==> config.mk <==
export PLATFORM = sky130hd
export DESIGN_NAME = memory_router
export DESIGN_NICKNAME = d
export VERILOG_FILES = /design/src/rtl/router_pkg.sv /design/src/rtl/region_decode.sv /design/src/rtl/memory_router.sv
export SDC_FILE = /design/constraint.sdc
export NUM_CORES = 1
export LEC_CHECK = 0
export CAP_MARGIN = 30
export CORE_AREA = 2 2 113 115
export DETAILED_ROUTE_END_ITERATION = 6
export DIE_AREA = 0 0 115 117
export PLACE_DENSITY = 0.89
export REMOVE_ABC_BUFFERS = 1
export SYNTH_ARGS = -nofsm -noshare
export SYNTH_HDL_FRONTEND = slang
export SYNTH_SLANG_ARGS = --single-unit
==> constraint.sdc <==
create_clock -name clock -period 2 [get_ports clock]
set_input_delay 0.4 -clock clock [delete_from_list [all_inputs] [get_ports clock]]
set_output_delay 0.4 -clock clock [all_outputs]
set_load 0.005 [all_outputs]
==> src/rtl/router_pkg.sv <==
// Shared types and default memory map for the core-side memory router.
package router_pkg;

  localparam int unsigned ADDR_W = 32;
  localparam int unsigned DATA_W = 32;
  localparam int unsigned STRB_W = 4;

  typedef enum logic [1:0] {
    ST_IDLE,
    ST_REQ,
    ST_WAIT,
    ST_ERR
  } router_state_t;

  typedef struct packed {
    logic [ADDR_W-1:0] base;
    logic [ADDR_W-1:0] top;
  } region_t;

  // Default map: block RAM, print console, core-local interruptor
  localparam region_t BRAM_REGION  = '{base: 32'h0000000, top: 32'h0100000};
  localparam region_t PRINT_REGION = '{base: 32'h1000000, top: 32'h1000004};
  localparam region_t CLINT_REGION = '{base: 32'h2000000, top: 32'h200C000};

  // Base is inclusive, top is exclusive, both unsigned
  function automatic logic in_region(input logic [ADDR_W-1:0] addr,
                                     input logic [ADDR_W-1:0] base,
                                     input logic [ADDR_W-1:0] top);
    return (addr >= base) && (addr < top);
  endfunction

endpackage

==> src/rtl/region_decode.sv <==
// Combinational priority decode of an address into a one-hot region select.
module region_decode
  import router_pkg::*;
#(
  parameter int unsigned       NUM_REGION = 3,
  parameter logic [ADDR_W-1:0] REGION_BASE [NUM_REGION] =
    '{BRAM_REGION.base, PRINT_REGION.base, CLINT_REGION.base},
  parameter logic [ADDR_W-1:0] REGION_TOP  [NUM_REGION] =
    '{BRAM_REGION.top, PRINT_REGION.top, CLINT_REGION.top}
) (
  input  logic [ADDR_W-1:0]     addr,
  output logic [NUM_REGION-1:0] sel_c,
  output logic                  hit_c
);

  // Scan from the highest index down so the lowest matching region wins
  always_comb begin
    sel_c = '0;
    hit_c = 1'b0;
    for (int i = int'(NUM_REGION) - 1; i >= 0; i--) begin
      if (in_region(addr, REGION_BASE[i], REGION_TOP[i])) begin
        sel_c    = '0;
        sel_c[i] = 1'b1;
        hit_c    = 1'b1;
      end
    end
  end

endmodule

==> src/rtl/memory_router.sv <==
// Routes the core's single memory request port to one of NUM_REGION slave
// channels, with error responses for unmapped addresses and silent slaves.
module memory_router
  import router_pkg::*;
#(
  parameter int unsigned       NUM_REGION = 3,
  parameter logic [ADDR_W-1:0] REGION_BASE [NUM_REGION] =
    '{BRAM_REGION.base, PRINT_REGION.base, CLINT_REGION.base},
  parameter logic [ADDR_W-1:0] REGION_TOP  [NUM_REGION] =
    '{BRAM_REGION.top, PRINT_REGION.top, CLINT_REGION.top},
  parameter int unsigned       TIMEOUT    = 1024
) (
  input  logic                             clock,
  input  logic                             reset,
  input  logic                             m_valid,
  input  logic                             m_instr,
  input  logic [ADDR_W-1:0]                m_addr,
  input  logic [DATA_W-1:0]                m_wdata,
  input  logic [STRB_W-1:0]                m_wstrb,
  output logic                             m_ready,
  output logic [DATA_W-1:0]                m_rdata,
  output logic                             m_error,
  output logic                             protocol_err,
  output logic [NUM_REGION-1:0]            s_valid,
  output logic                             s_instr,
  output logic [ADDR_W-1:0]                s_addr,
  output logic [DATA_W-1:0]                s_wdata,
  output logic [STRB_W-1:0]                s_wstrb,
  input  logic [NUM_REGION-1:0]            s_ready,
  input  logic [NUM_REGION-1:0][DATA_W-1:0] s_rdata
);

  localparam int unsigned     CNT_W      = $clog2(TIMEOUT);
  localparam logic [CNT_W-1:0] CNT_MAX    = CNT_W'(TIMEOUT - 1);
  localparam logic [CNT_W-1:0] CNT_EXPIRE = CNT_W'(TIMEOUT - 2);

  router_state_t          state;
  logic [NUM_REGION-1:0]  sel_q;
  logic [CNT_W-1:0]       cnt;

  logic [NUM_REGION-1:0]  dec_sel_c;
  logic                   dec_hit_c;
  logic                   ready_hit_c;
  logic [DATA_W-1:0]      rdata_mux_c;

  region_decode #(
    .NUM_REGION  (NUM_REGION),
    .REGION_BASE (REGION_BASE),
    .REGION_TOP  (REGION_TOP)
  ) u_decode (
    .addr  (m_addr),
    .sel_c (dec_sel_c),
    .hit_c (dec_hit_c)
  );

  // Only the selected channel may complete the transaction
  assign ready_hit_c = |(s_ready & sel_q);

  always_comb begin
    rdata_mux_c = '0;
    for (int i = 0; i < int'(NUM_REGION); i++) begin
      if (sel_q[i]) rdata_mux_c = rdata_mux_c | s_rdata[i];
    end
  end

  always_ff @(posedge clock) begin
    if (reset) begin
      state        <= ST_IDLE;
      sel_q        <= '0;
      cnt          <= '0;
      m_ready      <= 1'b0;
      m_rdata      <= '0;
      m_error      <= 1'b0;
      protocol_err <= 1'b0;
      s_valid      <= '0;
      s_instr      <= 1'b0;
      s_addr       <= '0;
      s_wdata      <= '0;
      s_wstrb      <= '0;
    end else begin
      s_valid <= '0;
      m_ready <= 1'b0;
      m_error <= 1'b0;

      if (m_valid && (state != ST_IDLE)) protocol_err <= 1'b1;

      case (state)
        ST_IDLE: begin
          if (m_valid) begin
            s_instr <= m_instr;
            s_addr  <= m_addr;
            s_wdata <= m_wdata;
            s_wstrb <= m_wstrb;
            sel_q   <= dec_sel_c;
            if (dec_hit_c) begin
              s_valid <= dec_sel_c;
              state   <= ST_REQ;
            end else begin
              state   <= ST_ERR;
            end
          end
        end

        ST_REQ: begin
          cnt   <= '0;
          state <= ST_WAIT;
        end

        // A response in the last waiting cycle beats the timeout
        ST_WAIT: begin
          if (ready_hit_c) begin
            m_ready <= 1'b1;
            m_rdata <= rdata_mux_c;
            state   <= ST_IDLE;
          end else begin
            if (cnt != CNT_MAX) cnt <= cnt + CNT_W'(1);
            if (cnt >= CNT_EXPIRE) state <= ST_ERR;
          end
        end

        ST_ERR: begin
          m_ready <= 1'b1;
          m_error <= 1'b1;
          m_rdata <= '0;
          state   <= ST_IDLE;
        end

        default: state <= ST_IDLE;
      endcase
    end
  end

endmodule

==> Word level (Yosys, flattened, before mapping) <==
Index checks and enable logic that the tools add are counted.
{ "word_totals": {"regBits": 122, "in_bits": 171, "out_inout_bits": 107, "elab_cells": 71} }
{ "op_classes": {"n_addsub": 1, "n_lt_le_gt_ge": 7, "eq_ne": 9, "n_mux": 22, "bitwise_logic": 6, "n_reduce_logical": 14} }
{ "ops": {"columns": ["cell", "count"], "rows": [
  ["$mux W32", 4],
  ["$or A32 B32 Y32", 2],
  ["$pmux W32 S2", 1],
  ["$ge A32 B1 Y1 const B", 1],
  ["$ge A32 B25 Y1 const B", 1],
  ["$ge A32 B26 Y1 const B", 1],
  ["$lt A32 B21 Y1 const B", 1],
  ["$lt A32 B25 Y1 const B", 1],
  ["$lt A32 B26 Y1 const B", 1],
  ["$mux W10", 2],
  ["$pmux W10 S2", 1],
  ["$add A10 B1 Y10 const B", 1],
  ["$ge A10 B10 Y1 const B", 1],
  ["$ne A10 B10 Y1 const B", 1],
  ["$mux W3", 3],
  ["$mux W2", 4],
  ["$ne A2 B2 Y1 const B", 4],
  ["$pmux W2 S4", 1],
  ["$reduce_and A2 Y1", 3],
  ["$reduce_bool A2 Y1", 3],
  ["$mux W1", 5],
  ["$eq A2 B2 Y1 const B", 2],
  ["$logic_and A1 B1 Y1", 4],
  ["$reduce_or A4 Y1", 1],
  ["other kinds (8)", 10]
]} }

==> Logic depth before layout (Yosys ltp) <==
{ "depth": {"word_depth": 8, "mapped_depth": 6, "ltp_nobuf": 6} }

==> Hierarchy <==
Synthesis repeated with hierarchy kept, for this count alone.
{ "unflattened": {"cells_unflattened": 587, "hier_area_um2": 4919.7} }
{ "by_module_without_submodules": {"columns": ["module", "n_inst", "cells_per_inst", "area_each_um2", "seq_area_each_um2"], "rows": [
  ["memory_router", 1, 569, 4782.1, 2442.3],
  ["region_decode", 1, 18, 137.6, 0.0]
]} }

==> Worst setup path before layout <==
OpenSTA, ideal clock, no wires.
{ "synth_timing": {"path_type": "register to register", "from": "reg sel_q[0]", "to": "reg cnt[3]", "setup_ns": 0.070, "arrival_time_ns": 1.732, "required_ns": 1.930, "setup_slack_ns": 0.198, "path_stages_with_launch": 6, "n_path_buf": 1, "period_less_slack_ns": 1.802, "path_cell_list": "dfxtp_1 > buf_2 > a222oi_1 > a21oi_1 > or4_1 > a21oi_1"} }
{ "synth_between": {"elab_chain_len": 4} }
{ "synth_rtl": {"columns": ["item", "line_no", "rtl"], "rows": [
  ["from (decl)", "memory_router.sv:38", "logic [NUM_REGION-1:0] sel_q;"],
  ["from (signal assigned)", "memory_router.sv:94", "sel_q <= dec_sel_c;"],
  ["$and A3 B3 Y3", "memory_router.sv:57", "assign ready_hit_c = |(s_ready & sel_q);"],
  ["$reduce_or A3 Y1", "memory_router.sv:57", null],
  ["$ne A2 B2 Y1 (no line)", null, null],
  ["$reduce_and A3 Y1 (no line)", null, null],
  ["to (signal assigned)", "memory_router.sv:116", "if (cnt != CNT_MAX) cnt <= cnt + CNT_W'(1);"],
  ["to (decl)", "memory_router.sv:39", "logic [CNT_W-1:0] cnt;"]
]} }
Every way passes these cells.
A chain may end at the register's enable or synchronous reset.

==> Final worst setup path <==
{ "layout_timing": {"from": "in s_ready[0]", "to": "reg cnt[7]"} }
{ "layout_between": {"elab_chain_len": 4} }
{ "layout_rtl": {"columns": ["item", "line_no", "rtl"], "rows": [
  ["from (decl)", "memory_router.sv:29", "input logic [NUM_REGION-1:0] s_ready,"],
  ["$and A3 B3 Y3", "memory_router.sv:57", null],
  ["$reduce_or A3 Y1", "memory_router.sv:57", null],
  ["$ne A2 B2 Y1 (no line)", null, null],
  ["$reduce_and A3 Y1 (no line)", null, null]
]} }
Every way passes these cells.

==> metrics <==
share of cells above drive strength 1=8.772%; most common cell in the netlist=dfxtp_1; power per cell area=795.2 nW/um2; gpl congestion=0.7946; final core utilization=65.48%; die width=115 um; Max-cap violations=0; total track usage=22.39%; core area=12310 um2; Async S/R FF share, synth=0%; EDFF count, synth=0; status=complete, no violations; first-pass GRT wire length=23170 um; Setup WS pre-CTS=-0.2780 ns; Clock Tree Root=clkbuf_16; Initial DRT Pass Iterations=6; NumNets Final=845; RSZ-0062 raised after global routing=false; Design Power=6.411 mW; CP cell instances=clkdlybuf4s50_1 > a222oi_1 > buf_4 > buf_4 > a21oi_1 > or4_1 > a21oi_1; setup ws final=0.1386 ns; number of unique standard cell types used by synthesis=39; routed len/inst=18.63 um; CP Class=primary input to flip-flop; fin. max-slew vios=0; worst slew pin tran=0.5513 ns; # DRC=0; antenna violations before repair=0; Ys Warns=0; grt ovf=0; Setup crit start kind=primary input; fillers=924; critical-path maximum fanout=6; Die Span Y=117 um; CP top delay family=buffers and inverters; Via density=5.457; Slew headroom=62.94%; TritonCTS clock tree=yes; Area growth, synth to finish=83.04%; fmax=0.5372 GHz; port buffer count=277; row count=41; syn avg cell area=11.35 um2; critical path's slowest cell=or4_1; Top FF cell, synth=dfxtp_1; clock skew after layout=0.006617 ns; Critical Path End Type=flip-flop; DRT iter0 DRCs=223; share of the yosys chip area belonging to registers=55.45%; Final setup viols=0; clk slew on worst S/H paths=0.05 ns; ANT nets after route=0; top post-synthesis cells by area=dfxtp_1 (55%), a22o_1 (14%), a222oi_1 (7.5%); Arrival @ worst endpoint=2.20 ns; Cells after Synth=388; antenna fix cells=0; vias in the first global route=4653; HPWL after detailed placement=11440 um; fin crit share=93.07%; DIE AREA=13460 um2; DP Area=7480 um2; largest net degree at the start of global routing=67; fin area=8061 um2; Final TNS setup=0 ns; io pins=278; flops & latches, synth=122; Crit path largest cell delay=0.50 ns; CTS buffer count=17; fin crit period=1.861 ns; CTS max path bufs=2; Pleak=2.947 nW; Fin. Hold Viols=0; cts hold-fix bufs=0; worst ir drop on vdd=0.5768 mV; H-tree levels=4; share of the synthesized area in the top cell type=55.45%; Synth Cell Area=4404 um2; clk sinks=122; drt total wl=15540 um; biggest area consumer among synthesized cells=dfxtp_1; CP required=2.34 ns; Skew-Pair Late Insertion Delay=0.41 ns; WP buf/inv=3; Initial Utilization=35.77%; worst hold-check path type=flip-flop to flip-flop; top cells by count, synth=dfxtp_1 (122), a22o_1 (69), a222oi_1 (33), o2bb2ai_1 (32), clkbuf_1 (30); DR vias=4551
## timing repair
action | in CTS | in global routing
setup endpoints to repair | 0 | 4
gates resized for setup | 0 | 1
setup buffers | 0 | 0
## final timing paths
path / end / cells past startpoint / from / slack, ns
worst min register to register: protocol_err$_SDFFE_PP0P_ / 2 / protocol_err$_SDFFE_PP0P_ / 0.46
worst max register to register: cnt[7]$_SDFFE_PP0P_ / 4 / state[0]$_SDFFE_PP0P_ / 0.18
worst max-delay path: cnt[7]$_SDFFE_PP0P_ / 7 / s_ready[0] / 0.14
worst min-delay path: protocol_err$_SDFFE_PP0P_ / 2 / protocol_err$_SDFFE_PP0P_ / 0.46
## stage by stage
stage               hold WS [ns]  instances
floorplan                 0.4360        351
global placement          0.4440        803
detailed placement        0.4465        803
CTS                       0.4572        834
global route              0.4765        834
finish                    0.4583        834
## flip-flops by register name (all words and copies together) (netlist names)
| register | count |
|---|---|
| m_error | 1 |
| m_ready | 1 |
| s_wdata | 32 |
| s_valid | 3 |
| m_rdata | 32 |
| cnt | 10 |
| s_wstrb | 4 |
| sel_q | 3 |
| protocol_err | 1 |
| s_instr | 1 |
| s_addr | 32 |
| state | 2 |
## report_power, final
part / internal (mW) / switching (mW) / total, mW / leakage [nW]
logic: 0.589 / 0.279 / 0.868 / 1.66
registers: 2.54 / 0.0706 / 2.61 / 0.993
clock network: 1.89 / 1.04 / 2.93 / 0.292
## logic make-up after synthesis
group / Yosys count / synth area share (%)
multiplexers: 1 / 0.2273
AO/OA/AOI/OAI: 167 / 32.42
AND/OR/NAND/NOR: 56 / 7.756
adder cells (fa/ha/maj): 2 / 0.5681
flip-flops: 122 / 55.45
buffers and inverters: 40 / 3.579
## metal layers
metal	routed length, um	vias up	GRT usage [%]	share of wire [%]
met5	0	-	0	0
met4	408	0	11.16	2.6
met3	1613	31	9.423	10
met2	7655	229	39.10	49
met1	5858	2129	23.21	38
li1	-	2162	-	-
## placed cells by master (no fill, tap or decap), drive strengths merged, types with 7 or more instances in the layout
| cell type | instances |
|---|---|
| nand2 | 7 |
| nor3 | 7 |
| o2bb2ai | 32 |
| clkbuf | 24 |
| a222oi | 33 |
| nor4 | 7 |
| clkdlybuf4s50 | 277 |
| a22o | 69 |
| dfxtp | 122 |
| buf | 25 |
| a21oi | 13 |
## area by class of cell
cell class	instances	area, um2	area share, %
timing repair buffer	302	3010	37.34
sequential	122	2442	30.30
multi-input combinational	226	1834	22.75
clock buffer	24	511.7	6.348
tap	150	187.7	2.328
clock inverter	7	63.81	0.7916
inverter	3	11.26	0.1397
## tightest hold or removal path, stage by stage (launching register included)
cell,delay (ns)
dfxtp_1,0.31
inv_1,0.05
a21oi_1,0.05
No activity file was read; power rests on OpenSTA's default activity.
